$ cat config.mk
export PLATFORM = sky130hd
export DESIGN_NAME = alu_issue_stage
export DESIGN_NICKNAME = d
export VERILOG_FILES = /design/src/rtl/bark_pkg.sv /design/src/rtl/alu_fwd_mux.sv /design/src/rtl/alu_issue_stage.sv
export SDC_FILE = /design/constraint.sdc
export NUM_CORES = 1
export LEC_CHECK = 0
export CORE_MARGIN = 3
export CORE_UTILIZATION = 47
export CTS_BUF_LIST = sky130_fd_sc_hd__clkbuf_16
export CTS_CLUSTER_DIAMETER = 80
export DETAILED_ROUTE_END_ITERATION = 10
export MAX_ROUTING_LAYER = met4
export PLACE_DENSITY = 0.93
export RECOVER_POWER = 50
export SLEW_MARGIN = 20
export SYNTH_ARGS = -nofsm -noshare
export SYNTH_HDL_FRONTEND = slang
export SYNTH_SLANG_ARGS = --single-unit
$ cat constraint.sdc
create_clock -name clk -period 5.84 [get_ports clk]
set_clock_uncertainty 0.1 [all_clocks]
set_input_delay 1.752 -clock clk [delete_from_list [all_inputs] [get_ports clk]]
set_output_delay 1.752 -clock clk [all_outputs]
set_load 0.005 [all_outputs]
$ cat src/rtl/bark_pkg.sv
// Shared types and widths for the ALU issue stage.
// Op codes, datapath/register widths and the illegal-op test.
package bark_pkg;

  localparam int XLEN   = 32;
  localparam int REG_AW = 5;

  typedef enum logic [2:0] {
    ALU_ADD = 3'd0,
    ALU_SUB = 3'd1,
    ALU_AND = 3'd2,
    ALU_OR  = 3'd3,
    ALU_XOR = 3'd4
  } alu_op_t;

  function automatic logic op_illegal(
    input logic [2:0] op
  );
    return op > ALU_XOR;
  endfunction

endpackage

$ cat src/rtl/alu_fwd_mux.sv
// Per-source operand forwarding for the ALU issue stage.
// rs_i/rf_val_i: source index + RF read; s1/s2 valid+rd; alu_result_i, out_result_i -> val_o.
module alu_fwd_mux
  import bark_pkg::*;
(
  input  logic [REG_AW-1:0] rs_i,
  input  logic [XLEN-1:0]   rf_val_i,
  input  logic              s1_valid_i,
  input  logic [REG_AW-1:0] s1_rd_i,
  input  logic              s2_valid_i,
  input  logic [REG_AW-1:0] s2_rd_i,
  input  logic [XLEN-1:0]   alu_result_i,
  input  logic [XLEN-1:0]   out_result_i,
  output logic [XLEN-1:0]   val_o
);

  logic rs_nz;
  logic s1_hit;
  logic s2_hit;

  assign rs_nz  = rs_i != '0;
  assign s1_hit = rs_nz && s1_valid_i && (s1_rd_i == rs_i);
  assign s2_hit = rs_nz && s2_valid_i && (s2_rd_i == rs_i);

  // Youngest producer wins: S1 result is still on the ALU output.
  always_comb begin
    val_o = rf_val_i;
    priority case (1'b1)
      s1_hit:  val_o = alu_result_i;
      s2_hit:  val_o = out_result_i;
      default: val_o = rf_val_i;
    endcase
  end

endmodule

$ cat src/rtl/alu_issue_stage.sv
// Execute-stage wrapper: issue register feeding an external ALU, result register to WB.
// in_*: decoded op (valid/ready); alu_control/operand1/2 -> ALU; out_*: result; counters.
module alu_issue_stage
  import bark_pkg::*;
#(
  parameter int CNT_W = 16
) (
  input  logic              clk,
  input  logic              rst_n,
  input  logic              flush,
  input  logic              in_valid,
  output logic              in_ready,
  input  logic [2:0]        in_op,
  input  logic [REG_AW-1:0] in_rd,
  input  logic [REG_AW-1:0] in_rs1,
  input  logic [REG_AW-1:0] in_rs2,
  input  logic [XLEN-1:0]   in_rs1_val,
  input  logic [XLEN-1:0]   in_rs2_val,
  input  logic [XLEN-1:0]   in_imm,
  input  logic              in_use_imm,
  output logic [31:0]       alu_control,
  output logic [XLEN-1:0]   operand1,
  output logic [XLEN-1:0]   operand2,
  input  logic [XLEN-1:0]   alu_result,
  output logic              out_valid,
  input  logic              out_ready,
  output logic [REG_AW-1:0] out_rd,
  output logic [XLEN-1:0]   out_result,
  output logic [CNT_W-1:0]  illegal_cnt,
  output logic [CNT_W-1:0]  retired_cnt
);

  logic              s1_valid_q, s1_valid_d;
  logic              s2_valid_q, s2_valid_d;
  logic [2:0]        op_q;
  logic [REG_AW-1:0] s1_rd_q;
  logic [XLEN-1:0]   op1_q, op2_q;
  logic [REG_AW-1:0] rd_q;
  logic [XLEN-1:0]   res_q;
  logic [CNT_W-1:0]  ill_q, ret_q;

  logic            s2_ready;
  logic            s1_adv;
  logic            accept;
  logic            retire;
  logic [XLEN-1:0] fwd1, fwd2, op2_sel;

  assign s2_ready = !s2_valid_q || out_ready;
  assign s1_adv   = s1_valid_q && s2_ready;
  assign in_ready = !flush && (!s1_valid_q || s2_ready);
  assign accept   = in_valid && in_ready;
  assign retire   = s2_valid_q && out_ready && !flush;

  alu_fwd_mux u_fwd1 (
    .rs_i         (in_rs1),
    .rf_val_i     (in_rs1_val),
    .s1_valid_i   (s1_valid_q),
    .s1_rd_i      (s1_rd_q),
    .s2_valid_i   (s2_valid_q),
    .s2_rd_i      (rd_q),
    .alu_result_i (alu_result),
    .out_result_i (res_q),
    .val_o        (fwd1)
  );

  alu_fwd_mux u_fwd2 (
    .rs_i         (in_rs2),
    .rf_val_i     (in_rs2_val),
    .s1_valid_i   (s1_valid_q),
    .s1_rd_i      (s1_rd_q),
    .s2_valid_i   (s2_valid_q),
    .s2_rd_i      (rd_q),
    .alu_result_i (alu_result),
    .out_result_i (res_q),
    .val_o        (fwd2)
  );

  assign op2_sel = in_use_imm ? in_imm : fwd2;

  always_comb begin
    s1_valid_d = accept || (s1_valid_q && !s1_adv);
    s2_valid_d = s1_adv || (s2_valid_q && !out_ready);
    if (flush) begin
      s1_valid_d = 1'b0;
      s2_valid_d = 1'b0;
    end
  end

  always_ff @(posedge clk or negedge rst_n) begin
    if (!rst_n) begin
      s1_valid_q <= 1'b0;
      s2_valid_q <= 1'b0;
    end else begin
      s1_valid_q <= s1_valid_d;
      s2_valid_q <= s2_valid_d;
    end
  end

  always_ff @(posedge clk or negedge rst_n) begin
    if (!rst_n) begin
      op_q    <= '0;
      s1_rd_q <= '0;
      op1_q   <= '0;
      op2_q   <= '0;
    end else if (accept) begin
      op_q    <= in_op;
      s1_rd_q <= in_rd;
      op1_q   <= fwd1;
      op2_q   <= op2_sel;
    end
  end

  always_ff @(posedge clk or negedge rst_n) begin
    if (!rst_n) begin
      rd_q  <= '0;
      res_q <= '0;
    end else if (s1_adv) begin
      rd_q  <= s1_rd_q;
      res_q <= alu_result;
    end
  end

  always_ff @(posedge clk or negedge rst_n) begin
    if (!rst_n) begin
      ill_q <= '0;
      ret_q <= '0;
    end else begin
      if (accept && op_illegal(in_op) && (ill_q != '1)) begin
        ill_q <= ill_q + CNT_W'(1);
      end
      if (retire) begin
        ret_q <= ret_q + CNT_W'(1);
      end
    end
  end

  assign alu_control = {29'd0, op_q};
  assign operand1    = op1_q;
  assign operand2    = op2_q;
  assign out_valid   = s2_valid_q;
  assign out_rd      = rd_q;
  assign out_result  = res_q;
  assign illegal_cnt = ill_q;
  assign retired_cnt = ret_q;

endmodule
==> impl_metrics.sql <==
INSERT INTO impl_metrics (metric_group, metric, value, unit) VALUES
('critical_path', 'cp_data_arrival_time', '3140', 'ps'),
('synth', 'synth_ff_type', 'sky130_fd_sc_hd__dfrtp_1', ''),
('floorplan', 'top_level_port_count', '319', ''),
('layout', 'commonest_non_fill_non_tap_cell_in_the_layout', 'sky130_fd_sc_hd__clkdlybuf4s50_1', ''),
('drt', 'drtAntennaViolNets', '0', ''),
('floorplan', 'core-area', '15400', 'um2'),
('placed_design', 'numPlacedInstances', '1208', ''),
('floorplan', 'die_area', '17600', 'um2'),
('clock_network', 'cts.sink_count', '143', ''),
('drt', 'drt_first_iter_violations', '527', ''),
('layout', 'final-instance-count-excl-fill', '1240', ''),
('sta', 'slew_headroom', '-1.24', ''),
('power', 'peakVddDrop', '193', 'uV'),
('drt', 'routed-via-count', '7210', ''),
('layout', 'most-common-layout-cells', 'sky130_fd_sc_hd__clkdlybuf4s50_1, sky130_fd_sc_hd__dfrtp_1, sky130_fd_sc_hd__o21ai_0', ''),
('sta', 'worst_pin_slew', '3370', 'ps'),
('placed_design', 'portBuffers', '289', ''),
('sta', 'max_freq', '200', 'MHz'),
('hold_path', 'hp-class', 'reg -> reg', ''),
('placed_design', 'post-dp-hpwl', '18000', 'um'),
('power', 'post-layout-total-power', '3.19', 'mW'),
('critical_path', 'worst_setup_path_end_kind', 'output port', ''),
('clock_network', 'cts.reportedPaths.clkPinSlew', '60', 'ps'),
('sta', 'finalCritPeriodShare', '0.856', ''),
('power', 'power_frac_comb', '0.234', ''),
('power', 'power_frac_seq', '0.399', ''),
('status', 'violations', 'capacitance limit, slew limit', ''),
('synth', 'asyncSetResetFlopFracSynth', '1.00', ''),
('global_routing', 'grt_first_pass_wirelength', '40500', 'um'),
('layout', 'final_net_count', '1170', ''),
('flow_run', 'number_of_max_cap_violations', '2', ''),
('synth', 'synth_edf_count', '0', ''),
('drt', 'detail_route.vias_per_cell', '5.81', ''),
('sta', 'finalCriticalPeriod', '5000', 'ps'),
('layout', 'fillerInstances', '1125', ''),
('sta', 'timing.setup.tns', '0', 'ps'),
('drt', 'post-route-drc-count', '0', ''),
('global_routing', 'grt_overflow_total', '0', ''),
('clock_network', 'cts.repair_timing.setup_buffer_count', '0', ''),
('power', 'power_leakage', '4.72', 'nW'),
('layout', 'area_growth', '47.5', '%'),
('synth', 'netlist_area', '7520', 'um2'),
('critical_path', 'crit_fanout', '6', ''),
('floorplan', 'die-width', '132', 'um'),
('global_routing', 'largest_net_degree_at_the_start_of_global_routing', '78', ''),
('sta', 'slew_violations', '117', ''),
('synth', 'synthesis.instances', '753', ''),
('sta', 'unrepaired_setup_endpoints_after_global_routing', 'no', ''),
('synth', 'top_post_synthesis_cells_by_area', 'sky130_fd_sc_hd__dfrtp_1, sky130_fd_sc_hd__o21ai_0, sky130_fd_sc_hd__mux2i_1', ''),
('power', 'switch_pwr', '0.868', 'mW'),
('global_routing', 'number_of_global_route_vias_before_repair', '7277', ''),
('clock_network', 'ctsHtreeMaxLevel', '4', ''),
('synth', 'synth_seq_cells', '143', ''),
('global_routing', 'grt_antenna_before_repair', '0', ''),
('floorplan', 'initial_standard_cell_utilization_of_the_core', '0.487', ''),
('clock_network', 'cts_tree', 'yes', ''),
('clock_network', 'cts.repair.resized', '0', ''),
('layout', 'insertedDiodeCount', '0', ''),
('placed_design', 'routabilityCongestion', '0.866', ''),
('synth', 'synthDominantAreaCellType', 'sky130_fd_sc_hd__dfrtp_1', ''),
('sta', 'finalHoldViolations', '0', ''),
('critical_path', 'critical_path_class', 'in -> out', ''),
('layout', 'layout-drive-gt1-share', '0.0573', ''),
('clock_network', 'clkLatencyLatePin', '420', 'ps'),
('power', 'power.share.switching', '0.272', ''),
('critical_path', 'crit_required', '3990', 'ps'),
('clock_network', 'maximum_clock_insertion_buffer_count', '2', ''),
('critical_path', 'cp-start-kind', 'input pin', ''),
('status', 'status', 'finished, violations left', ''),
('clock_network', 'holdBufCountCts', '0', ''),
('synth', 'synth_top_area_frac', '0.476', '');
==> cell usage after synthesis, types with 2 or more instances <==
| library cell | n |
|---|---|
| sky130_fd_sc_hd__nand4_1 | 10 |
| sky130_fd_sc_hd__o21ai_0 | 72 |
| sky130_fd_sc_hd__mux2i_1 | 32 |
| sky130_fd_sc_hd__inv_1 | 35 |
| sky130_fd_sc_hd__a221o_2 | 2 |
| sky130_fd_sc_hd__ha_1 | 2 |
| sky130_fd_sc_hd__nand3_1 | 19 |
| sky130_fd_sc_hd__buf_2 | 10 |
| sky130_fd_sc_hd__nor3_1 | 7 |
| sky130_fd_sc_hd__and3_1 | 39 |
| sky130_fd_sc_hd__nor4_1 | 2 |
| sky130_fd_sc_hd__nand3b_1 | 33 |
| sky130_fd_sc_hd__buf_6 | 4 |
| sky130_fd_sc_hd__clkbuf_1 | 42 |
| sky130_fd_sc_hd__nor3b_1 | 2 |
| sky130_fd_sc_hd__buf_4 | 29 |
| sky130_fd_sc_hd__xnor2_1 | 36 |
| sky130_fd_sc_hd__and2_1 | 2 |
| sky130_fd_sc_hd__a22o_1 | 28 |
| sky130_fd_sc_hd__a221oi_1 | 36 |
| sky130_fd_sc_hd__xor2_1 | 12 |
| sky130_fd_sc_hd__a221o_1 | 26 |
| sky130_fd_sc_hd__dfrtp_1 | 143 |
| sky130_fd_sc_hd__or4_1 | 2 |
| sky130_fd_sc_hd__mux2_2 | 7 |
| sky130_fd_sc_hd__a21oi_1 | 33 |
| sky130_fd_sc_hd__nand2_1 | 67 |
| sky130_fd_sc_hd__nor2_1 | 6 |
==> area by class of cell <==
type | instances | area [um2] | share of cell area
clock inverter | 15 | 201 | 0.0182
multi-input combinational | 517 | 3480 | 0.314
clock buffer | 17 | 425 | 0.0384
tap | 211 | 264 | 0.0238
inverter | 35 | 131 | 0.0118
sequential | 143 | 3580 | 0.323
timing repair buffer | 302 | 3010 | 0.271
==> stage by stage <==
step                      instance area, um2  setup WS, ps   util
after detailed placement               10500           921  0.679
after CTS                              11100           917  0.719
final                                  11100           843  0.719
after floorplan                         7620          1990      -
after global routing                   11100           479  0.719
after global placement                 10500           936  0.679
==> worst paths after layout <==
path                                             startpoint                     endpoint  slack [ps]  depth (start not counted)
worst min-delay path            retired_cnt[15]$_DFFE_PN0P_  retired_cnt[15]$_DFFE_PN0P_         370                          1
worst min register to register  retired_cnt[15]$_DFFE_PN0P_  retired_cnt[15]$_DFFE_PN0P_         370                          1
worst max-delay path                                  flush                     in_ready         840                          3
worst max register to register          out_valid$_DFF_PN0_     operand2[17]$_DFFE_PN0P_        2940                          6
min in group asynchronous                             rst_n   illegal_cnt[0]$_DFFE_PN0P_        2530                          1
max in group asynchronous                             rst_n   out_result[27]$_DFFE_PN0P_        1230                          1
==> critical path: stages <==
cell	delay, ps
sky130_fd_sc_hd__dlygate4sd3_1	630
sky130_fd_sc_hd__a21oi_1	220
sky130_fd_sc_hd__clkdlybuf4s50_1	540
==> logic make-up after synthesis <==
kind of cell | Yosys count | synth area share
XOR/XNOR | 48 | 0.0559
multiplexers | 39 | 0.0531
AND/OR/NAND/NOR | 196 | 0.142
flip-flops | 143 | 0.476
buffers and inverters | 121 | 0.0805
adder cells (fa/ha/maj) | 2 | 0.00333
AO/OA/AOI/OAI | 203 | 0.189
other | 1 | 0.000499
==> registers in the layout, indices dropped and copies added, names as in the netlist <==
| signal | flops |
|---|---|
| out_valid | 1 |
| s1_rd_q | 5 |
| out_rd | 5 |
| out_result | 32 |
| retired_cnt | 16 |
| operand2 | 32 |
| op_q | 3 |
| illegal_cnt | 16 |
| s1_valid_q | 1 |
| operand1 | 32 |
==> routing by layer <==
metal | GRT usage | wire length, um
met5 | - | 0
met4 | 0.107 | 597
met3 | 0.0605 | 2210
met2 | 0.490 | 13100
met1 | 0.376 | 10200
==> power by group through the flow <==
stage | Sequential (mW) | Clock (mW) | Combinational, mW
after floorplan | 1.27 | 0 | 0.285
after global placement | 1.28 | 0 | 0.743
after detailed placement | 1.28 | 0 | 0.765
after CTS | 1.27 | 1.17 | 0.769
after global routing | 1.29 | 1.21 | 0.807
final | 1.27 | 1.17 | 0.747
No activity file was read; power rests on OpenSTA's default activity.
==> RTL change: new RTL, same flow settings <==
Reset style: synchronous (`rst_n`), changed in 4 clocked blocks.
--- a/src/rtl/alu_issue_stage.sv
+++ b/src/rtl/alu_issue_stage.sv
@@ -87,5 +87,5 @@
   end
 
-  always_ff @(posedge clk or negedge rst_n) begin
+  always_ff @(posedge clk) begin
     if (!rst_n) begin
       s1_valid_q <= 1'b0;
@@ -97,5 +97,5 @@
   end
 
-  always_ff @(posedge clk or negedge rst_n) begin
+  always_ff @(posedge clk) begin
     if (!rst_n) begin
       op_q    <= '0;
@@ -111,5 +111,5 @@
   end
 
-  always_ff @(posedge clk or negedge rst_n) begin
+  always_ff @(posedge clk) begin
     if (!rst_n) begin
       rd_q  <= '0;
@@ -121,5 +121,5 @@
   end
 
-  always_ff @(posedge clk or negedge rst_n) begin
+  always_ff @(posedge clk) begin
     if (!rst_n) begin
       ill_q <= '0;
Behaviour: differs if rst_n is asserted again (counterexample within 4 cycles, from zero or initial values and one cycle with rst_n low); with rst_n held inactive, the same outputs for 10 cycles.
==> RTL change against the original RTL <==
- the flow still finishes with violations (capacitance limit, slew limit)
- total power shrank 16%
- die area grew 2.6%
- setup slack lost 0.061 ns
- via count grew 22%
- count of clock-buffer cells in the layout is the same
- area after synthesis grew 2.7%
- cell area grew 2.0%
- global-route usage grew 3.3 points
- sequential share of layout area shrank 6.9 points
- sequential cell count is the same
- routed wire length grew 17%
- critical path type unchanged
- highest routed layer unchanged
==> RTL change: results (changes against the original RTL) <==
====================================================================================
Cell types with the largest area share after synthesis                  dfxtp_1 (37%), nand2_1 (12%), o21ai_0 (6.3%)
Final GP Congestion                                                           0.9598   +11%
First-pass iteration count of the detailed router                                  8   +1
Filler Cells Inserted                                                           1169   +3.9%
Critical path startpoint                                                   out_ready
Run status                                                              finished with violations
Primary flip-flop cell chosen by synthesis mapping                           dfxtp_1
Final wirelength                                                            30500 µm   +17%
Post-Layout Cell Count                                                          1466   +18%
CTS max path bufs                                                                  2   unchanged
Register-to-register setup slack                                             2.86 ns   -0.08 ns
Final Max Slew Viols                                                              38   -68%
Number of global-route vias before repair                                       8500   +17%
FMAX                                                                       197.7 MHz   -1.2%
Global-route wire length before repair                                      46360 µm   +15%
Initial drt markers                                                              906   +72%
Data arrival at the endpoint of the critical path                            3.21 ns   +0.07 ns
Critical path peak fanout                                                          4   -2
CTS H-tree depth                                                                   4   unchanged
Total global routing track utilization                                        33.40%   +3.3 points
Max-cap violations                                                                 1   -1
Worst IR Drop VDD                                                           194.3 µV   +0.84%
Destination of the critical timing path                                     in_ready
Pin count of the biggest net entering global routing                             102   +31%
Violated checks                                                         capacitance limit, slew limit
Reg-to-reg endpoint                                                     out_result[24]
Post-DP HPWL                                                                20730 µm   +15%
Vias/cell                                                                      5.993   +3.1%
Post-Place Cells                                                                1432   +19%
Sequential-to-total area share from yosys stat                                37.06%   -11 points
R2R depth                                                                          3   -3
DP Worst Slack                                                             0.8718 ns   -0.04928 ns
Fraction of final layout cells sized beyond drive strength 1                  5.524%   -0.21 points
Synthesized instance count                                                       997   +32%
Psw                                                                        0.6594 mW   -24%
Reg2Reg Launch Point                                                      s1_valid_q
Proportion of synthesized flip-flops having asynchronous set or reset             0%   -100 points
====================================================================================
RTL change: cell types whose count changed after synthesis, moves of 31 or more:
cell      change
nand2_1     +171
a21boi_0     +47
dfxtp_1     +143
nand3b_1     -32
a21oi_1      -32
and3_1       -35
inv_1        -31
nor2_1       +71
dfrtp_1     -143
RTL change: cell type report:
class	count	area, µm²	share of cell area, %
clock inverters	15	240.2	2.125
clock buffers	17	425.4	3.762
multi-input cells	765	4464	39.48
repair buffers	305	3025	26.76
well taps	216	270.3	2.390
diodes	1	2.502	0.02213
inverters	4	15.01	0.1328
flip-flops and latches	143	2864	25.33
RTL change: worst max-delay path, stage by stage:
cell and delay (ns):
dlygate4sd3_1 0.57, nand2b_1 0.20, nor2_1 0.16, nor2_1 0.07, clkdlybuf4s50_1 0.45
RTL change: metrics by stage:
stage               util [%]  cell area, µm²
floorplan                  -            7830
global placement       66.33           10610
detailed placement     66.33           10610
CTS                    70.49           11280
global route           70.67           11310
finish                 70.67           11310
RTL change: worst min path at each step:
stage	endpoint	slack, ns	startpoint	cells past startpoint
2_1_floorplan	operand1[0]	0.35	operand1[0]	2
3_3_place_gp	operand1[10]	0.33	operand1[10]	2
3_5_place_dp	operand1[28]	0.34	operand1[28]	2
4_1_cts	operand1[28]	0.36	operand1[28]	2
5_1_grt	operand1[28]	0.37	operand1[28]	2
6_report	operand1[28]	0.35	operand1[28]	2
RTL change: per-layer routing:
metal  track usage [%]  up-vias  wire, µm  share of wire, %
met5                 -        -         0                 0
met3             9.377      102      3379                11
li1                  -     3961         -                 -
met1             38.52     4091     11320                37
met2             55.11      632     14690                48
met4             13.29        0      1113               3.6
RTL change: kinds of logic after synthesis:
group	share of synthesized area, %
DFF	37.06
adders and majority gates	0.3239
AOI/OAI and AO/OA	26.17
other	0.04854
xor gates and xnor gates	4.989
buffers and inverters	7.596
and+or+nand+nor	23.03
muxes	0.7775
RTL change: power groups by stage:
stage,clock [mW],sequential [mW],combinational (mW)
6_report,1.26,1.04,0.376
3_5_place_dp,0,1.06,0.379
2_1_floorplan,0,1.06,0.154
3_3_place_gp,0,1.06,0.372
4_1_cts,1.26,1.04,0.381
5_1_grt,1.30,1.05,0.401
